===== config.mk =====
export PLATFORM = sky130hd
export DESIGN_NAME = exe_stage
export DESIGN_NICKNAME = d
export VERILOG_FILES = /design/src/rtl/arm_pkg.sv /design/src/rtl/exe_alu.sv /design/src/rtl/exe_stage.sv
export SDC_FILE = /design/constraint.sdc
export NUM_CORES = 1
export LEC_CHECK = 0
export CAP_MARGIN = 20
export CORE_ASPECT_RATIO = 0.75
export CORE_MARGIN = 1.5
export CORE_UTILIZATION = 30
export CTS_CLUSTER_DIAMETER = 200
export DETAILED_ROUTE_END_ITERATION = 7
export PLACE_DENSITY = 0.57
export SYNTH_ARGS = -nofsm -noshare
export SYNTH_HDL_FRONTEND = slang
export SYNTH_SLANG_ARGS = --single-unit

===== constraint.sdc =====
create_clock -name clk -period 7.23 [get_ports clk]
set_input_delay 1.446 -clock clk [delete_from_list [all_inputs] [get_ports clk]]
set_output_delay 1.446 -clock clk [all_outputs]
set_load 0.01 [all_outputs]

===== src/rtl/arm_pkg.sv =====
// Shared constants for the ARM execute stage: ALU command codes, shifter
// types, NZCV bit positions and a 32-bit rotate helper.
package arm_pkg;

  localparam logic [3:0] CMD_MOV = 4'b0001;
  localparam logic [3:0] CMD_ADD = 4'b0010;
  localparam logic [3:0] CMD_ADC = 4'b0011;
  localparam logic [3:0] CMD_SUB = 4'b0100;
  localparam logic [3:0] CMD_SBC = 4'b0101;
  localparam logic [3:0] CMD_AND = 4'b0110;
  localparam logic [3:0] CMD_ORR = 4'b0111;
  localparam logic [3:0] CMD_EOR = 4'b1000;
  localparam logic [3:0] CMD_MVN = 4'b1001;

  localparam logic [1:0] SH_LSL = 2'b00;
  localparam logic [1:0] SH_LSR = 2'b01;
  localparam logic [1:0] SH_ASR = 2'b10;
  localparam logic [1:0] SH_ROR = 2'b11;

  localparam int FLAG_N = 3;
  localparam int FLAG_Z = 2;
  localparam int FLAG_C = 1;
  localparam int FLAG_V = 0;

  // Rotate right via a doubled word so a zero amount needs no special case.
  function automatic logic [31:0] ror32(input logic [31:0] x, input logic [4:0] r);
    logic [63:0] t;
    t = {x, x} >> r;
    return t[31:0];
  endfunction

endpackage


===== src/rtl/exe_alu.sv =====
// Combinational ALU for the execute stage; produces the result and NZCV.
module exe_alu
  import arm_pkg::*;
#(
  parameter int DATA_W = 32
) (
  input  logic [3:0]        cmd_i,
  input  logic [DATA_W-1:0] a_i,
  input  logic [DATA_W-1:0] b_i,
  input  logic              cin_i,
  output logic [DATA_W-1:0] res_o,
  output logic [3:0]        nzcv_o
);

  localparam int MSB = DATA_W - 1;

  logic [DATA_W:0]   sum_s;
  logic [DATA_W-1:0] res_s;
  logic              c_s;
  logic              v_s;

  // Subtraction is a + ~b + 1 (or + C for SBC), so carry-out is NOT borrow.
  always_comb begin
    sum_s = '0;
    res_s = '0;
    c_s   = 1'b0;
    v_s   = 1'b0;
    case (cmd_i)
      CMD_MOV: res_s = b_i;
      CMD_MVN: res_s = ~b_i;
      CMD_ADD, CMD_ADC: begin
        sum_s = {1'b0, a_i} + {1'b0, b_i}
              + {{DATA_W{1'b0}}, (cmd_i == CMD_ADC) ? cin_i : 1'b0};
        res_s = sum_s[DATA_W-1:0];
        c_s   = sum_s[DATA_W];
        v_s   = (a_i[MSB] == b_i[MSB]) && (res_s[MSB] != a_i[MSB]);
      end
      CMD_SUB, CMD_SBC: begin
        sum_s = {1'b0, a_i} + {1'b0, ~b_i}
              + {{DATA_W{1'b0}}, (cmd_i == CMD_SBC) ? cin_i : 1'b1};
        res_s = sum_s[DATA_W-1:0];
        c_s   = sum_s[DATA_W];
        v_s   = (a_i[MSB] != b_i[MSB]) && (res_s[MSB] != a_i[MSB]);
      end
      CMD_AND: res_s = a_i & b_i;
      CMD_ORR: res_s = a_i | b_i;
      CMD_EOR: res_s = a_i ^ b_i;
      default: res_s = '0;
    endcase
  end

  assign res_o  = res_s;
  assign nzcv_o = {res_s[MSB], (res_s == '0), c_s, v_s};

endmodule


===== src/rtl/exe_stage.sv =====
// ARM execute stage plus EXE/MEM register and NZCV status register.
// Optional operand forwarding muxes are enabled by defining FORWARDING_EN.
module exe_stage
  import arm_pkg::*;
#(
  parameter int DATA_W = 32,
  parameter int REG_AW = 4
) (
  input  logic              clk,
  input  logic              rst,
  input  logic              freeze,
  input  logic              wb_en_in,
  input  logic              mem_r_en_in,
  input  logic              mem_w_en_in,
  input  logic              b_in,
  input  logic              s_in,
  input  logic [DATA_W-1:0] pc_in,
  input  logic [3:0]        exe_cmd_in,
  input  logic [DATA_W-1:0] val_rn_in,
  input  logic [DATA_W-1:0] val_rm_in,
  input  logic              imm_in,
  input  logic [11:0]       shift_operand_in,
  input  logic [23:0]       signed_imm_24_in,
  input  logic [REG_AW-1:0] dest_in,
`ifdef FORWARDING_EN
  input  logic [1:0]        sel_src1,
  input  logic [1:0]        sel_src2,
  input  logic [DATA_W-1:0] mem_fwd_val,
  input  logic [DATA_W-1:0] wb_fwd_val,
`endif
  output logic              branch_taken,
  output logic [DATA_W-1:0] branch_addr,
  output logic [3:0]        status,
  output logic              wb_en,
  output logic              mem_r_en,
  output logic              mem_w_en,
  output logic [DATA_W-1:0] alu_res,
  output logic [DATA_W-1:0] st_val,
  output logic [REG_AW-1:0] dest
);

  logic [DATA_W-1:0] rn_s;
  logic [DATA_W-1:0] rm_s;
  logic [DATA_W-1:0] val2_s;
  logic [DATA_W-1:0] alu_res_s;
  logic [3:0]        nzcv_s;
  logic [4:0]        sh_amt_s;

  logic              wb_en_q, mem_r_en_q, mem_w_en_q;
  logic [DATA_W-1:0] alu_res_q, st_val_q;
  logic [REG_AW-1:0] dest_q;
  logic [3:0]        status_q, status_d;

`ifdef FORWARDING_EN
  // Operand forwarding: 01 selects MEM, 10 selects WB, else register file.
  always_comb begin
    case (sel_src1)
      2'b01:   rn_s = mem_fwd_val;
      2'b10:   rn_s = wb_fwd_val;
      default: rn_s = val_rn_in;
    endcase
    case (sel_src2)
      2'b01:   rm_s = mem_fwd_val;
      2'b10:   rm_s = wb_fwd_val;
      default: rm_s = val_rm_in;
    endcase
  end
`else
  assign rn_s = val_rn_in;
  assign rm_s = val_rm_in;
`endif

  assign sh_amt_s = shift_operand_in[11:7];

  // Val2: rotated immediate, sign-extended memory offset, or shifted Rm.
  always_comb begin
    if (imm_in) begin
      val2_s = ror32({24'd0, shift_operand_in[7:0]}, {shift_operand_in[11:8], 1'b0});
    end else if (mem_r_en_in || mem_w_en_in) begin
      val2_s = {{20{shift_operand_in[11]}}, shift_operand_in};
    end else begin
      case (shift_operand_in[6:5])
        SH_LSL:  val2_s = rm_s << sh_amt_s;
        SH_LSR:  val2_s = rm_s >> sh_amt_s;
        SH_ASR:  val2_s = $unsigned($signed(rm_s) >>> sh_amt_s);
        SH_ROR:  val2_s = ror32(rm_s, sh_amt_s);
        default: val2_s = rm_s;
      endcase
    end
  end

  exe_alu #(.DATA_W(DATA_W)) u_alu (
    .cmd_i  (exe_cmd_in),
    .a_i    (rn_s),
    .b_i    (val2_s),
    .cin_i  (status_q[FLAG_C]),
    .res_o  (alu_res_s),
    .nzcv_o (nzcv_s)
  );

  assign branch_taken = b_in;
  assign branch_addr  = pc_in + {{6{signed_imm_24_in[23]}}, signed_imm_24_in, 2'b00};

  // Next status: load flags only for S-bit instructions.
  always_comb begin
    if (s_in) begin
      status_d = nzcv_s;
    end else begin
      status_d = status_q;
    end
  end

  // EXE/MEM pipeline register and status register; freeze holds everything.
  always_ff @(posedge clk) begin
    if (rst) begin
      wb_en_q    <= 1'b0;
      mem_r_en_q <= 1'b0;
      mem_w_en_q <= 1'b0;
      alu_res_q  <= '0;
      st_val_q   <= '0;
      dest_q     <= '0;
      status_q   <= 4'b0000;
    end else if (!freeze) begin
      wb_en_q    <= wb_en_in;
      mem_r_en_q <= mem_r_en_in;
      mem_w_en_q <= mem_w_en_in;
      alu_res_q  <= alu_res_s;
      st_val_q   <= rm_s;
      dest_q     <= dest_in;
      status_q   <= status_d;
    end
  end

  assign wb_en    = wb_en_q;
  assign mem_r_en = mem_r_en_q;
  assign mem_w_en = mem_w_en_q;
  assign alu_res  = alu_res_q;
  assign st_val   = st_val_q;
  assign dest     = dest_q;
  assign status   = status_q;

endmodule

* After elaboration in Yosys (flattened, before gate mapping)
Cells that the tools add are included.
Storage, ports and cells: logic and storage cells 54, bits in writable memories 0, flip-flop bits (word level) 75, memories 0, input bits 149, output and inout bits 108, memory bits (read-only) 0, latch bits 0
Operators by class: add/sub/neg operators 5, divide/modulo/power cells 0, $mul 0, reduce and logical (&&, ||, !) cells 8, bitwise gates (word level) 5, equal/unequal tests 16, order comparisons 0, mux-type cells 8, shift operators 5
Operators with widths (number):
- one-hot mux 32 bit (7 select lines) | 1
- one-hot mux 32 bit (4 select lines) | 1
- adder 32 x 32 -> 33 bit | 2
- adder 33 x 1 -> 33 bit | 2
- 2-to-1 mux 32 bit | 2
- right shift 64 x 5 -> 32 bit | 1
- right shift 40 x 5 -> 32 bit | 1
- adder 32 bit | 1
- AND 32 bit | 1
- logical NOT 32 bit | 1
- inverter 32 bit | 1
- bitwise OR 32 bit | 1
- left shift 32 x 5 -> 32 bit | 1
- right shift 32 x 5 -> 32 bit | 1
- >>> shifter 32 x 5 -> 32 bit | 1
- XOR 32 bit | 1
- equality test 4 x 3 -> 1 bit, second input constant | 4
- equality test 4 x 2 -> 1 bit, second input constant | 2
- equality test 4 bit, second input constant | 2
- equality test 2 bit, second input constant | 2
- equality test 4 x 1 -> 1 bit, second input constant | 1
- one-hot mux 1 bit (2 select lines) | 2
- OR reduction 2 bit | 2
- != test 1 bit | 3
- 8 further kinds | 10

* Logic depth before layout (Yosys ltp)
Gate-level depths: netlist of the first run.
depth in word-level cells 10, gate-level depth with buffers 27, gate-level depth less buffers 21

* Modules after synthesis
A second synthesis of the first run with hierarchy kept.
Second synthesis, totals: cell total of the unflattened synthesis 2062, area, all modules 15194.6 sq um
Modules (own cells, without submodules):
- exe_stage | cells each 1142, area each 9028.7 sq um, instances 1, sequential area each 1501.4 sq um
- exe_alu | cells each 920, area each 6165.9 sq um, instances 1, sequential area each 0.0 sq um

* Least setup slack after synthesis of the first run
No wires, ideal clock.
path type input to register, start input shift_operand_in[8], end register status_q[2], in the netlist status[2], data arrival time 6.800 ns, data required time 7.172 ns, path slack 0.372 ns, cell stages on the path 23, path buffers 3, setup time 0.058 ns, path through buf_4 > buf_12 > buf_12 > mux2_2 > mux4_2 > nor2_1 > a211oi_1 > o31a_1 > o21a_1 > fa_1 > fa_1 > o21ba_2 > or4_1 > nand4_1 > a221o_1 > a31oi_4 > o211ai_1 > a21oi_1 > o41ai_1 > mux2_2 > a211oi_1 > and4_1 > a31o_1
On the way: cells in the longest elaborated chain, start to end 9, elaborated cells between the ends (all ways) 18, those cells by class 4 x add/sub; 5 x shift; 4 x mux; 4 x bitwise; 1 x reduce/logical
Ends and longest elaborated chain:
- start, declared | line exe_stage.sv:22 | input logic [11:0] shift_operand_in,
- right shift 64 x 5 -> 32 bit (tied with other cells) | line arm_pkg.sv:28 | t = {x, x} >> r;
- one-hot mux 32 bit (4 select lines) | line exe_stage.sv:82 | case (shift_operand_in[6:5])
- 2-to-1 mux 32 bit | line exe_stage.sv:79 | end else if (mem_r_en_in || mem_w_en_in) begin
- 2-to-1 mux 32 bit * | line exe_stage.sv:77 | if (imm_in) begin
- inverter 32 bit | line exe_alu.sv:30, exe_alu.sv:39
- adder 32 x 32 -> 33 bit | line exe_alu.sv:39 | sum_s = {1'b0, a_i} + {1'b0, ~b_i}
- adder 33 x 1 -> 33 bit | line exe_alu.sv:40 | + {{DATA_W{1'b0}}, (cmd_i == CMD_SBC) ? cin_i : 1'b1};
- one-hot mux 32 bit (7 select lines) * | line exe_alu.sv:28 | case (cmd_i)
- logical NOT 32 bit * | line exe_alu.sv:53 | assign nzcv_o = {res_s[MSB], (res_s == '0), c_s, v_s};
- end signal, assigned | line exe_stage.sv:130 | status_q <= status_d;
- end, declared | line exe_stage.sv:52 | logic [3:0] status_q, status_d;
Mark *: on every way between the ends. The rest lies on a longest branch, timed or not. A chain may end at the register's enable or synchronous reset.

* Final worst setup path of the first run
start input shift_operand_in[7], end register status_q[0], in the netlist status[0]
On the way: cells in the longest elaborated chain, start to end 10, elaborated cells between the ends (all ways) 20, those cells by class 4 x add/sub; 4 x eq/ne; 5 x shift; 4 x mux; 1 x bitwise; 2 x reduce/logical
Ends and longest elaborated chain:
- right shift 64 x 5 -> 32 bit (tied with other cells) | line arm_pkg.sv:28
- one-hot mux 32 bit (4 select lines) | line exe_stage.sv:82
- 2-to-1 mux 32 bit | line exe_stage.sv:79
- 2-to-1 mux 32 bit * | line exe_stage.sv:77
- inverter 32 bit | line exe_alu.sv:39
- adder 32 x 32 -> 33 bit | line exe_alu.sv:39
- adder 33 x 1 -> 33 bit | line exe_alu.sv:40
- != test 1 bit | line exe_alu.sv:43 | v_s = (a_i[MSB] != b_i[MSB]) && (res_s[MSB] != a_i[MSB]);
- logical AND 1 bit | line exe_alu.sv:43
- one-hot mux 1 bit (2 select lines) * | line exe_alu.sv:28
Marks and branches as above.

==> results of run 1 <==
[power groups by stage]
stage / registers, mW / logic (mW) / clock network [mW]
after floorplan: 0.482 / 1.07 / 0
after global placement: 0.470 / 2.26 / 0
after detailed placement: 0.471 / 2.26 / 0
after CTS: 0.463 / 2.30 / 0.471
after global routing: 0.465 / 2.58 / 0.480
final: 0.462 / 2.46 / 0.457
[registers in the layout, summed over array words and instances (netlist names)]
name and flops:
dest 4, alu_res 32, status 4, wb_en 1
mem_r_en 1, st_val 32, mem_w_en 1
[tightest hold or removal path: stages (launching register included)]
cell,delay (ns)
dfxtp_1,0.31
nand2_1,0.06
a21oi_1,0.05
[per-stage QoR]
step	worst slack, ns	setup TNS [ns]
final	0.0405	0
after global routing	-0.0956	-0.192
after CTS	-0.0348	-0.0348
after detailed placement	-1.17	-9.59
after global placement	-1.14	-8.12
after floorplan	0.372	0
[worst paths after layout]
kind / start / end / slack, ns
worst min register to register: alu_res[8] / alu_res[8] / 0.47
worst min-delay path: alu_res[8] / alu_res[8] / 0.47
worst max register to register: status[1] / status[2] / 2.35
worst max-delay path: shift_operand_in[7] / status[0] / 0.04
[routing by layer]
metal  part of all wire  up-vias  global-route usage
li1                   -    10300                   -
met1               0.46    11400               0.545
met2               0.39     1423               0.494
met3               0.12      143              0.0970
met4              0.020        2              0.0705
met5           0.000037        -                   0
[cell usage after synthesis (24+ instances only)]
| library cell | number |
|---|---|
| a31oi_1 | 26 |
| a21o_1 | 27 |
| mux4_2 | 57 |
| inv_1 | 120 |
| nor2_1 | 262 |
| o211ai_1 | 37 |
| xnor2_1 | 33 |
| nand4_1 | 24 |
| o21a_1 | 28 |
| clkbuf_1 | 119 |
| mux2_2 | 55 |
| ha_1 | 125 |
| buf_2 | 41 |
| nand2_1 | 150 |
| nand2b_1 | 28 |
| a22oi_1 | 25 |
| a21oi_1 | 170 |
| dfxtp_1 | 75 |
| nand3_1 | 50 |
| o21ai_0 | 113 |
| o22ai_1 | 34 |
| o221ai_1 | 28 |
| mux2i_1 | 140 |
| nor3_1 | 61 |
| nor2b_1 | 31 |
| a211oi_1 | 38 |
| buf_4 | 24 |
[cell families after synthesis]
| kind of cell | share of synthesized area |
|---|---|
| AO/OA/AOI/OAI | 0.311 |
| XOR/XNOR | 0.0212 |
| adder cells (fa/ha/maj) | 0.0961 |
| buffers and inverters | 0.0843 |
| flip-flops | 0.0867 |
| multiplexers | 0.200 |
| AND/OR/NAND/NOR | 0.201 |
[final cells by class]
type	count	area (µm²)	share of cell area
inverter	126	473	0.0181
multi-input combinational	1926	15000	0.573
clock inverter	4	25.0	0.000956
clock buffer	12	256	0.00979
antenna	3	7.51	0.000287
sequential	75	1500	0.0573
tap	780	976	0.0373
timing repair buffer	936	7930	0.303
[what timing repair did]
action | in CTS | in global routing
pin swaps | 8 | 45
resized for setup | 32 | 133
setup endpoints to repair | 11 | 12
setup buffers | 4 | 10
==> results.sh, run 1 <==
export IMPL_clk_path_buf_depth=2
export IMPL_grt_pass1_vias=22100
export IMPL_mostFrequentLayoutCell="buf_4"
export IMPL_status="completed"
export IMPL_synth_top_area_cell="ha_1"
export IMPL_clk_latency_ns=0.39
export IMPL_syn_to_final_growth_pct=51.3
export IMPL_yosysWarnings=0
export IMPL_grtUsageTotal=0.358
export IMPL_nets=3353
export IMPL_final_cells=3862
export IMPL_cp_required_ns=7.56
export IMPL_synth_top_cell_area_share=0.0903
export IMPL_crit_buf_inv=4
export IMPL_drive_gt1_frac=0.311
export IMPL_io_buffers=250
export IMPL_synth_ff_type="dfxtp_1"
export IMPL_synth_cell_types=98
export IMPL_worst_path_max_fanout=14
export IMPL_ir_drop_v=0.000140
export IMPL_intPower_mw=1.82
export IMPL_syn_area_per_cell_um2=7.43
export IMPL_power_frac_comb=0.728
export IMPL_dieArea_mm2=0.0592
export IMPL_syn_area_mm2=0.0173
export IMPL_firstDrtPassIters=6
export IMPL_grt_overflow=0
export IMPL_yosysSeqAreaShare=0.0867
export IMPL_path_cells="buf_4, buf_4, mux2i_1, nand2_1, a41o_1, nor4_4, a31oi_1, o21a_2, inv_2, ha_1, or2_2, o221ai_4, a311oi_4, a211oi_2, buf_4, a221o_1, a2111o_1, a2111oi_4, o21ai_2, a21oi_1, o21bai_1, a2111oi_2, o31a_1"
export IMPL_gp_congestion=1.06
export IMPL_vias=23300
export IMPL_whs_path_depth=2
export IMPL_grt_max_degree=76
export IMPL_finalHoldViolCount=0
export IMPL_numCtsBuffers=9
export IMPL_slew_headroom=0.319
export IMPL_cts_hold_buf=0
export IMPL_tightest_slew_ns=1.02
export IMPL_drt_iter0_markers=2735
export IMPL_ctsHtreeMaxLevel=3
export IMPL_drc=0
export IMPL_rows=76
export IMPL_finClkSkew_ns=0.00883
export IMPL_p_clk_frac=0.135
export IMPL_synth_edff_count=0
export IMPL_cts_tree="built"
export IMPL_drt_total_wl_um=109000
export IMPL_grt_pass1_wl_um=155000
export IMPL_num_fill_cells=5806
export IMPL_setup_viol=0
export IMPL_clkTransAtPathRegs_ns=0.06
export IMPL_seq_power_share=0.137
export IMPL_core_area_mm2=0.0572
export IMPL_power_total_mw=3.37
export IMPL_fmax_ghz=0.139
export IMPL_die_h_um=211
export IMPL_rr_worst_depth=17
export IMPL_async_flop_share=0
export IMPL_cp_start_kind="input port"
export IMPL_syn_inst=2331
export IMPL_hold_path_class="register to register"
export IMPL_die_x_um=280
export IMPL_dp_hpwl_um=89700
export IMPL_p_sw_mw=1.56
export IMPL_antenna_left=0
export IMPL_initial_core_util=0.302
export IMPL_critPathKind="input port to register"
export IMPL_placed_cells=3830
export IMPL_fin_util=0.457
export IMPL_slowest_delay_ns=0.49
export IMPL_end_kind="register"
export IMPL_rsz0062_at_grt="yes"
export IMPL_design_area_mm2=0.0262
export IMPL_synth_seq_cells=75
export IMPL_cts_root_buf="clkbuf_16"
export IMPL_final_cell_mix="buf_4 (662), nor2_1 (258), clkdlybuf4s50_1 (221)"
export IMPL_place_area_mm2=0.0251
export IMPL_wl_per_cell_um=28.2
export IMPL_p_sw_frac=0.461
export IMPL_cp_common_cell="buf_4"
export IMPL_cp_slowest_cell="a2111o_1"
export IMPL_clkSinkCount=75
export IMPL_p_leak_nw=11.4
export IMPL_powerDensity_mw_per_mm2=129
export IMPL_maxSlewViolCount=0
export IMPL_max_cap_viol_count=0
export IMPL_crit_cells=23
export IMPL_io_pins=257
export IMPL_hold_ws_ns=0.467
export IMPL_timing_final_crit_share=0.994
export IMPL_synth_nets=2610
export IMPL_critical_path_top_delay_family="compound AO/OA/AOI/OAI gates"
export IMPL_antenna_found_initial=3
export IMPL_critPathArrivalTime_ns=7.52
export IMPL_via_per_inst=6.04
export IMPL_post_route_min_period_ns=7.19
export IMPL_ys_top_cells_by_area="ha_1 (9.0%), dfxtp_1 (8.7%), mux2i_1 (8.1%), mux4_2 (7.4%), nor2_1 (5.7%)"
Power figures use the tool's default switching activity.
==> run 2, diff against run 1 <==
--- a/config.mk
+++ b/config.mk
@@ -12,6 +12,7 @@
 export CTS_CLUSTER_DIAMETER = 200
 export DETAILED_ROUTE_END_ITERATION = 7
 export PLACE_DENSITY = 0.57
+export REMOVE_ABC_BUFFERS = 1
 export SYNTH_ARGS = -nofsm -noshare
 export SYNTH_HDL_FRONTEND = slang
 export SYNTH_SLANG_ARGS = --single-unit
==> run 2 against run 1 <==
Effect of this change: the flow now finishes with violations (setup timing); sequential power about the same; clock skew about the same; design area up 1.4%; sequential cell count unchanged.
==> results.sh, run 2 (synthesis results as in run 1) <==
export IMPL_dp_hpwl_um=91400
export IMPL_power_total_mw=3.48
export IMPL_io_pins=257
export IMPL_final_cells=3917
export IMPL_ctsHtreeMaxLevel=3
export IMPL_wl_per_cell_um=28.3
export IMPL_drc=0
export IMPL_hold_path_class="register to register"
export IMPL_grtUsageTotal=0.365
export IMPL_p_leak_nw=11.6
export IMPL_mostFrequentLayoutCell="buf_4"
export IMPL_tightest_slew_ns=1.03
export IMPL_placed_cells=3880
export IMPL_fmax_ghz=0.137
export IMPL_drt_iter0_markers=2971
export IMPL_antenna_left=0
export IMPL_maxSlewViolCount=0
export IMPL_clk_path_buf_depth=2
export IMPL_setup_viol=1
export IMPL_p_sw_mw=1.62
export IMPL_status="finished, violations left"
export IMPL_cts_root_buf="clkbuf_16"
export IMPL_drt_total_wl_um=111000
export IMPL_initial_core_util=0.302
export IMPL_nets=3409
export IMPL_p_sw_frac=0.465
export IMPL_ir_drop_v=0.000108
export IMPL_rows=76
export IMPL_multiInputGateArea_mm2=0.0150
export IMPL_final_cell_mix="buf_4 (719), nor2_1 (257), clkdlybuf4s50_1 (212)"
export IMPL_grt_overflow=0
export IMPL_firstDrtPassIters=6
export IMPL_seq_area_mm2=0.00150
export IMPL_timing_final_crit_share=1.01
export IMPL_setup_ws_ns=-0.0459
export IMPL_finClkSkew_ns=0.00869
export IMPL_intPower_mw=1.86
export IMPL_io_buffers=250
export IMPL_syn_to_final_growth_pct=53.3
export IMPL_grt_pass1_wl_um=157000
export IMPL_slew_headroom=0.314
export IMPL_worst_path_max_fanout=8
export IMPL_num_fill_cells=5804
export IMPL_grt_max_degree=76
export IMPL_max_cap_viol_count=0
export IMPL_finalHoldViolCount=0
export IMPL_cts_tree="built"
export IMPL_core_area_mm2=0.0572
export IMPL_antenna_found_initial=6
export IMPL_rsz0062_at_grt="yes"
export IMPL_clkSinkCount=75
export IMPL_die_h_um=211
export IMPL_post_route_min_period_ns=7.28
export IMPL_critPathArrivalTime_ns=7.62
export IMPL_seq_power_share=0.132
export IMPL_numCtsBuffers=9
export IMPL_powerDensity_mw_per_mm2=131
export IMPL_whs_path_depth=2
export IMPL_end_kind="register"
export IMPL_via_per_inst=5.99
export IMPL_power_frac_comb=0.714
export IMPL_hold_ws_ns=0.465
export IMPL_clk_latency_ns=0.40
export IMPL_vias=23400
export IMPL_violations="setup timing"
export IMPL_rr_worst_depth=16
export IMPL_p_clk_frac=0.154
export IMPL_drive_gt1_frac=0.323
export IMPL_clkTransAtPathRegs_ns=0.08
export IMPL_cp_start_kind="input port"
export IMPL_pre_cts_ws_ns=-1.40
export IMPL_cp_required_ns=7.57
export IMPL_dieArea_mm2=0.0592
export IMPL_die_x_um=280
export IMPL_gp_congestion=1.03
export IMPL_grt_pass1_vias=21800
export IMPL_critPathKind="input port to register"
==> run 2: final timing paths <==
path	startpoint	to	slack (ns)
max	shift_operand_in[8]	status[2]	-0.05
min	alu_res[14]	alu_res[14]	0.46
max reg2reg	status[1]	status[2]	2.12
min reg2reg	alu_res[14]	alu_res[14]	0.46
==> run 2: layout make-up <==
type | instances | area share
Tap cell | 780 | 0.0368
Clock inverter | 6 | 0.00278
Sequential cell | 75 | 0.0566
Clock buffer | 10 | 0.00863
Multi-Input combinational cell | 1926 | 0.565
Inverter | 126 | 0.0178
Timing Repair Buffer | 992 | 0.312
Antenna cell | 2 | 0.000189
==> run 2: power by group through the flow <==
stage	sequential [mW]	clock, mW	combinational [mW]
final	0.460	0.537	2.48
after global routing	0.463	0.564	2.61
after detailed placement	0.469	0	2.31
after global placement	0.468	0	2.30
after floorplan	0.482	0	0.964
after CTS	0.460	0.555	2.35
==> run 2: stage by stage <==
step	instance area (µm²)	setup TNS, ns	utilization
after CTS	26000	-0.0539	0.454
after floorplan	16300	0	-
after global placement	25400	-6.83	0.444
final	26500	-0.0459	0.464
after global routing	26500	-0.0720	0.464
after detailed placement	25400	-7.42	0.444
==> run 2: repair_timing <==
action,4_1_cts,5_1_grt
setup buffers,7,12
endpoints found under the setup margin,10,12
gates resized for setup,72,113
hold endpoints to repair,0,0
hold buffers,0,0
pin swaps,14,45
cloned,0,1
==> run 2: worst max-delay path, cell delays in order <==
cell      delay (ns)
buf_16          0.11
buf_12          0.12
mux2_2          0.35
mux4_2          0.52
nor2_4          0.16
a211oi_4        0.05
o31a_1          0.42
o21a_1          0.26
fa_2            0.38
fa_2            0.39
o21ba_4         0.21
or4_4           0.42
nand4_1         0.19
buf_4           0.19
a211oi_4        0.06
a221o_1         0.31
a221oi_2        0.25
nand4_1         0.22
nor4_4          0.46
nand4_1         0.32
nor4_2          0.39
and4_1          0.24
a31o_1          0.14
==> run 2: per-layer routing <==
metal / routed length (µm) / share of wire / track usage
met5: 27 / 0.00024 / 0
met4: 1630 / 0.015 / 0.0552
met3: 11900 / 0.11 / 0.0967
met2: 43400 / 0.39 / 0.501
met1: 53800 / 0.49 / 0.563
